==> src/rtl/mem_responder.sv <==
// Memory-mapped responder for a multiplexed-bus CPU: 256x16 RAM, a small
// register bank, programmable wait states and a reload timer driving nIrq.
module mem_responder #(
   parameter int DATA_W = 16
) (
   input  logic              Clock,
   input  logic              nReset,
   input  logic [DATA_W-1:0] DataOut,
   input  logic              Ale,
   input  logic              nMe,
   input  logic              RnW,
   input  logic              nOe,
   input  logic              Enb,
   output logic [DATA_W-1:0] DataIn,
   output logic              nWait,
   output logic              nIrq
);

   typedef enum logic [1:0] {IDLE = 2'd0, ADDR = 2'd1, WAIT = 2'd2, DONE = 2'd3} state_t;

   state_t            state_q;
   logic [15:0]       addr_q;
   logic [1:0]        wcnt_q;
   logic [1:0]        waitcfg_q;
   logic              nwait_q;
   logic              nirq_q;
   logic [DATA_W-1:0] rdata_q;
   logic [DATA_W-1:0] reload_q;
   logic [DATA_W-1:0] cnt_q, cnt_d;
   logic              pend_q, pend_d;
   logic [DATA_W-1:0] ram_q [256];

   logic              acc_edge, wr_edge, defer, ram_we, reg_we, expire;
   logic [DATA_W-1:0] rd_target;
   logic              unused_addr_bits;

   // Address bits 14:8 alias the RAM and are deliberately not decoded.
   assign unused_addr_bits = ^addr_q[14:8];

   assign acc_edge = (state_q == ADDR || state_q == WAIT) && !Ale && !nMe && (wcnt_q == 2'd0);
   assign wr_edge  = acc_edge && !RnW && Enb;
   assign defer    = acc_edge && !RnW && !Enb;
   assign ram_we   = wr_edge && !addr_q[15];
   assign reg_we   = wr_edge && addr_q[15];
   assign expire   = (reload_q != '0) && (cnt_q == DATA_W'(1));

   always_comb begin
      rd_target = '0;
      if (!addr_q[15]) begin
         rd_target = ram_q[addr_q[7:0]];
      end else begin
         case (addr_q[1:0])
            2'd0:    rd_target = {{(DATA_W-2){1'b0}}, waitcfg_q};
            2'd1:    rd_target = reload_q;
            2'd2:    rd_target = {{(DATA_W-1){1'b0}}, pend_q};
            default: rd_target = '0;
         endcase
      end
   end

   // Timer: a RELOAD write reloads the counter; expiry beats an IRQSTAT clear.
   always_comb begin
      cnt_d  = cnt_q;
      pend_d = pend_q;
      if (reload_q == '0)            cnt_d = '0;
      else if (cnt_q == DATA_W'(1))  cnt_d = reload_q;
      else                           cnt_d = cnt_q - DATA_W'(1);
      if (reg_we && addr_q[1:0] == 2'd1) cnt_d  = DataOut;
      if (reg_we && addr_q[1:0] == 2'd2) pend_d = 1'b0;
      if (expire)                        pend_d = 1'b1;
   end

   always_ff @(posedge Clock) begin
      if (ram_we) ram_q[addr_q[7:0]] <= DataOut;
   end

   always_ff @(posedge Clock or negedge nReset) begin
      if (!nReset) begin
         state_q   <= IDLE;
         addr_q    <= '0;
         wcnt_q    <= '0;
         waitcfg_q <= 2'b01;
         nwait_q   <= 1'b1;
         nirq_q    <= 1'b1;
         rdata_q   <= '0;
         reload_q  <= '0;
         cnt_q     <= '0;
         pend_q    <= 1'b0;
      end else begin
         cnt_q  <= cnt_d;
         pend_q <= pend_d;
         nirq_q <= ~pend_q;
         if (reg_we && addr_q[1:0] == 2'd0) waitcfg_q <= DataOut[1:0];
         if (reg_we && addr_q[1:0] == 2'd1) reload_q  <= DataOut;
         if (Ale) begin
            addr_q  <= DataOut;
            wcnt_q  <= waitcfg_q;
            nwait_q <= 1'b1;
            state_q <= ADDR;
         end else begin
            case (state_q)
               IDLE: begin
               end
               ADDR, WAIT: begin
                  // ADDR waits for nMe to assert; losing nMe once waiting aborts.
                  if (nMe) begin
                     if (state_q == WAIT) begin
                        nwait_q <= 1'b1;
                        state_q <= IDLE;
                     end
                  end else if (wcnt_q != 2'd0) begin
                     wcnt_q  <= wcnt_q - 2'd1;
                     nwait_q <= 1'b0;
                     state_q <= WAIT;
                  end else if (defer) begin
                     nwait_q <= 1'b0;
                     state_q <= WAIT;
                  end else begin
                     if (RnW) rdata_q <= rd_target;
                     nwait_q <= 1'b1;
                     state_q <= DONE;
                  end
               end
               DONE: begin
                  if (nMe) state_q <= IDLE;
               end
               default: state_q <= IDLE;
            endcase
         end
      end
   end

   assign DataIn = (RnW && !nOe) ? rdata_q : '0;
   assign nWait  = nwait_q;
   assign nIrq   = nirq_q;

endmodule

==> config.mk <==
export PLATFORM = sky130hd
export DESIGN_NAME = mem_responder
export DESIGN_NICKNAME = d
export VERILOG_FILES = /design/src/rtl/mem_responder.sv
export SDC_FILE = /design/constraint.sdc
export NUM_CORES = 2
export LEC_CHECK = 0
export CAP_MARGIN = 40
export CORE_AREA = 2 2 538 540
export CTS_CLUSTER_DIAMETER = 100
export DETAILED_ROUTE_END_ITERATION = 8
export DIE_AREA = 0 0 540 542
export PLACE_DENSITY = 0.72
export SETUP_SLACK_MARGIN = 0.4
export SYNTH_ARGS = -nofsm -noshare
export SYNTH_HDL_FRONTEND = slang
export SYNTH_SLANG_ARGS = --single-unit
==> constraint.sdc <==
create_clock -name Clock -period 5.8 [get_ports Clock]
set_input_delay 1.16 -clock Clock [delete_from_list [all_inputs] [get_ports Clock]]
set_output_delay 1.16 -clock Clock [all_outputs]
set_load 0.005 [all_outputs]
* Yosys cells after proc, flatten, opt, wreduce, memory -nomap -nowiden
Memory sizes are Yosys's and may differ from the RTL's.
Index checks and enable logic that the tools add are counted.
** Word-level totals
- Memories kept :: 1
- Memory bits (writable) :: 4096
- Output and inout bits :: 18
- Input port bits :: 23
- Register bits :: 73
** Operators by class
- Bitwise logic cells :: 5
- Mux-type cells :: 27
- Reductions and logical operators :: 34
- Equality and inequality tests :: 10
- Add/sub/neg operators :: 2
** Memory list
- ram_q :: words 256, bits a word 16, read ports 1, clocked after memory_dff 0, write ports 1, line 31 : logic [DATA_W-1:0] ram_q [256];
** Operators with widths (number)
- 2-to-1 mux 16 bit :: 5
- one-hot mux 16 bit (3 select lines) :: 1
- == test 16 x 1 -> 1 bit, second input constant :: 1
- logical NOT 16 bit :: 1
- 2-to-1 mux 2 bit :: 8
- nonzero test 16 bit :: 1
- subtractor 16 x 1 -> 16 bit, second input constant :: 1
- logical AND 1 bit :: 13
- 2-to-1 mux 1 bit :: 12
- nonzero test 2 bit :: 4
- == test 2 bit, second input constant :: 3
- logical NOT 1 bit :: 6
- AND reduction 3 bit :: 2
- AND reduction 6 bit :: 1
- NOT 1 bit :: 5
- == test 2 x 1 -> 1 bit, second input constant :: 2
- logical NOT 2 bit :: 2
- != test 4 bit, second input constant :: 1
- one-hot mux 2 bit (2 select lines) :: 1
- != test 3 x 2 -> 1 bit, second input constant :: 1
- != test 3 bit, second input constant :: 1
- nonzero test 3 bit :: 1
- != test 2 bit, second input constant :: 1
- AND reduction 2 bit :: 1
- 3 further kinds :: 3

* Logic depth before layout (Yosys ltp)
- Depth after elaboration :: 12
- Depth in mapped cells :: 13
- Mapped depth without buffers :: 9

* Worst setup path after synthesis
OpenSTA, ideal clock, no wires.
- Path kind :: input -> register
- From :: in nMe
- To :: mem ram_q[161][0] (enable)
- Arrival :: 3359 ps
- Path slack :: 2053 ps
- Setup time :: 388 ps
- Buffers on the path :: 1
- Required time :: 5412 ps
- Stages on the path :: 7
- Cells stage by stage :: or2_2 > nor4_1 > nand2b_1 > nor3_1 > nand2_1 > clkbuf_1 > nor2_1
** Between the ends
- Longest elaborated chain between the ends :: 8
** Ends and longest elaborated chain
- start: declaration :: line 10 : input logic nMe,
- logical NOT 1 bit :: line 40 : assign acc_edge = (state_q == ADDR || state_q == WAIT) && !Ale && !nMe && (wcnt_q == 2'd0);
- logical AND 1 bit (2 in a row) :: line 40
- logical AND 1 bit (2 in a row) :: line 41 : assign wr_edge = acc_edge && !RnW && Enb;
- logical AND 1 bit :: line 43 : assign ram_we = wr_edge && !addr_q[15];
- 2-to-1 mux 1 bit :: line 74 : if (ram_we) ram_q[addr_q[7:0]] <= DataOut;
- 2-to-1 mux 1 bit (not written as such) :: line 74
- end: declaration :: line 31
Every way passes these cells.

* Worst setup path after layout
- From :: reg state_q[0]
- To :: mem ram_q[106][12] (enable)
** Between the ends
- Longest elaborated chain between the ends :: 10
- Elaborated cells between the ends (all ways) :: 11
- Classes of those cells :: eq/ne (2); mux (2); reduce/logical (7)
** Ends and longest elaborated chain
- start: declaration :: line 21 : state_t state_q;
- start signal: assignment :: line 79 : state_q <= IDLE;
- start signal: assignment :: line 99 : state_q <= ADDR;
- start signal: assignment :: line 109 : state_q <= IDLE;
- == test 2 x 1 -> 1 bit / == test 2 bit (equally long branches) :: line 40
- logical OR 1 bit (*) :: line 40
- logical AND 1 bit (*) (3 in a row) :: line 40
- logical AND 1 bit (*) (2 in a row) :: line 41
- logical AND 1 bit (*) :: line 43
- 2-to-1 mux 1 bit (*) :: line 74
- 2-to-1 mux 1 bit (not written as such) (*) :: line 74
Every way passes the cells marked *; elsewhere a longest branch is shown, timed or not.

==> reports/results.txt <==
status: complete, no violations
Crit path depth: 11
critical path endpoint: ram_q[106][12]$_DFFE_PP_
synth unique cells: 54
CP Class: reg2reg
fin util: 63.6%
Final period util: 77.6%
Synthesized Nets: 6940
DRT antenna net count: 0
CTS buffer count: 409
FF-to-FF path depth: 11
maximum clock insertion buffer count: 4
pin count of the biggest net entering global routing: 184
sequential share of the synthesized area: 78.0%
Final Hold Vio Count: 0
YS warnings: 0
most common cell after layout, fill and taps aside: edfxtp_1
clock latency on the worst-skew pair: 0.98 ns
FF+latch count, synth: 4162
maxcap violations: 0
RSZ-0062 raised after global routing: no
drt via density: 6.76
crit start category: flip-flop
Total Wirelength: 411000 um
initial antenna violation count: 29
core area: 287000 sq um
CP max stage cell: nor2_1
crit-path cells: inv_1, ha_1, or2_2, nor4_1, buf_2, buf_4, nand2b_1, nor2_1, nand2_1, nor2_1, buf_4
R2R Path Start: state_q[0]$_DFFE_PN0P_
# fillers: 18.3k
Initial DRC Count: 11.4k
Post-CTS Setup Inserts: 0
CP arrival: 5.10 ns
Starting Density: 55.7%
Synth top area share: 77.0%
Die Area: 293000 sq um
Die Wd: 540 um
Critical path origin: state_q[0]$_DFFE_PN0P_
clock sinks: 4162
dominant cell type by area after synthesis: edfxtp_1
Via Count: 78.7k
area grow syn2layout: 14.2%
Tot GR Track Use: 28.1%
CP max FO: 16
final setup vio count: 0
Hold Crit Class: reg2reg
Worst Path Buf+Inv: 4
Post-synth EDFFs: 4096
Max-slew headroom: 3.08%
most frequent cells in the layout: edfxtp_1, mux4_2, buf_4, clkbuf_16, nor2_1
TritonCTS clock tree: yes
H-tree Lvls: 5
Root Buffer: clkbuf_16
top cells by area, synth: edfxtp_1, mux4_2, dfrtp_1
worst slew pin tran: 1.45 ns
min Tclk post-route: 4.50 ns
Clock Pin Slew Worst Setup and Hold Paths: 0.07 ns
worst reg2reg path endpoint: ram_q[106][12]$_DFFE_PP_
element type at the critical path end: flip-flop
Post-DP HPWL: 243000 um
reg2reg setup slack: 1.30 ns
layout cells sized above 1: 30.2%
GP Congestion: 0.894
Pwr Density: 365 nW/um^2
1st-pass router iterations: 7
row cnt: 197
vias in the first global route: 78.4k
ys flop type: edfxtp_1
first-pass GRT wire length: 585000 um
Die H: 542 um
DRC viols: 0
Final Skew: 0.0709 ns
P_leak: 0.0576 uW
cell family with most CP delay: simple AND/OR/NAND/NOR gates
I/O Pins: 41
worst vdd ir: 0.297 mV
grt ovf: 0
port bufs: 40
final hold slack: 0.477 ns
syn_area_per_cell: 23.1 sq um
Slew Viols, Final: 0
critical path's largest stage delay: 0.57 ns
Worst EP required: 6.40 ns
Post-Syn Area: 160000 sq um
Fin Setup TNS: 0 ns
cells after synthesis: 6911
post_cts resized: 0
Layout Nets: 7540
Fmax: 222 MHz
Avg WL per Cell: 35.3 um
Async SR Flop Fraction: 1.59%
==> layer usage <==
layer	share of wire (%)	GRT usage (%)	wire length, um	up-vias
met5	0.019	0	80	-
met4	4.5	11.5	18600	14
met3	11	6.03	45300	858
met2	48	43.7	195000	5229
met1	37	39.4	151000	41919
li1	-	-	-	30690
==> Yosys cell counts (49+ instances only) <==
cell type,number
a21oi_1,76
a22oi_1,104
buf_1,58
buf_2,112
clkbuf_1,179
dfrtp_1,63
edfxtp_1,4096
mux2i_1,125
mux4_2,1165
nand2_1,150
nor2_1,301
nor2b_1,49
o21ai_0,55
o22ai_1,50
==> stage by stage <==
| step | setup slack, ns | power [uW] | std cells | instance area [sq um] |
|---|---|---|---|---|
| 2_1_floorplan | 2.05 | 37200 | 6911 | 160000 |
| 3_3_place_gp | 0.182 | 39500 | 10833 | 168000 |
| 3_5_place_dp | 0.595 | 39700 | 10874 | 168000 |
| 4_1_cts | 1.40 | 66700 | 11621 | 182000 |
| 5_1_grt | 1.11 | 68200 | 11628 | 182000 |
| 6_report | 1.30 | 66500 | 11640 | 182000 |
==> where the power goes <==
group / total [uW] / internal, uW / switching (uW) / leakage, uW
sequential: 33400 / 33200 / 258 / 0.0376
clock: 27300 / 16000 / 11300 / 0.00671
combinational: 5730 / 2310 / 3420 / 0.0132
==> what timing repair did <==
item                                   in CTS  in global routing
setup endpoints to repair                   0                  0
endpoints found under the hold margin       5                  0
hold buffers                                1                  0
==> layout make-up <==
class                           instances  area (sq um)  share of cell area [%]
Multi-Input combinational cell       2344         33300                    18.3
Antenna cell                           13          32.5                  0.0178
Tap cell                             3781          4730                    2.59
Inverter                               12          45.0                  0.0247
Clock buffer                          489         10600                    5.82
Clock inverter                        257          3250                    1.78
Timing Repair Buffer                  582          5760                    3.16
Sequential cell                      4162        125000                    68.3
==> registers in the layout, indices dropped and copies added (netlist names) <==
register	count
pend_q	1
rdata_q	16
state_q	2
reload_q	16
cnt_q	16
addr_q	9
ram_q	4096
nIrq	1
waitcfg_q	2
wcnt_q	2
nWait	1
==> worst min path at each step <==
stage | cells past startpoint | to | from
2_1_floorplan | 1 | nIrq$_DFF_PN1_ | pend_q$_DFFE_PN0P_
6_report | 1 | nIrq$_DFF_PN1_ | pend_q$_DFFE_PN0P_
3_5_place_dp | 1 | nIrq$_DFF_PN1_ | pend_q$_DFFE_PN0P_
4_1_cts | 1 | ram_q[109][1]$_DFFE_PP_ | DataOut[1]
5_1_grt | 1 | ram_q[111][1]$_DFFE_PP_ | DataOut[1]
3_3_place_gp | 1 | nIrq$_DFF_PN1_ | pend_q$_DFFE_PN0P_
==> kinds of logic (layout without fill, tap and decap cells) <==
| family | Yosys count | count (layout) | synth area share (%) |
|---|---|---|---|
| flops | 4162 | 4162 | 78.0 |
| buf+inv | 405 | 1340 | 1.16 |
| simple gates | 620 | 620 | 1.70 |
| other cells | 0 | 13 | 0 |
| fa+ha+maj | 6 | 6 | 0.0470 |
| compound gates | 405 | 405 | 1.70 |
| mux | 1301 | 1301 | 17.3 |
| xor+xnor | 12 | 12 | 0.0658 |
Power figures use the tool's default switching activity.
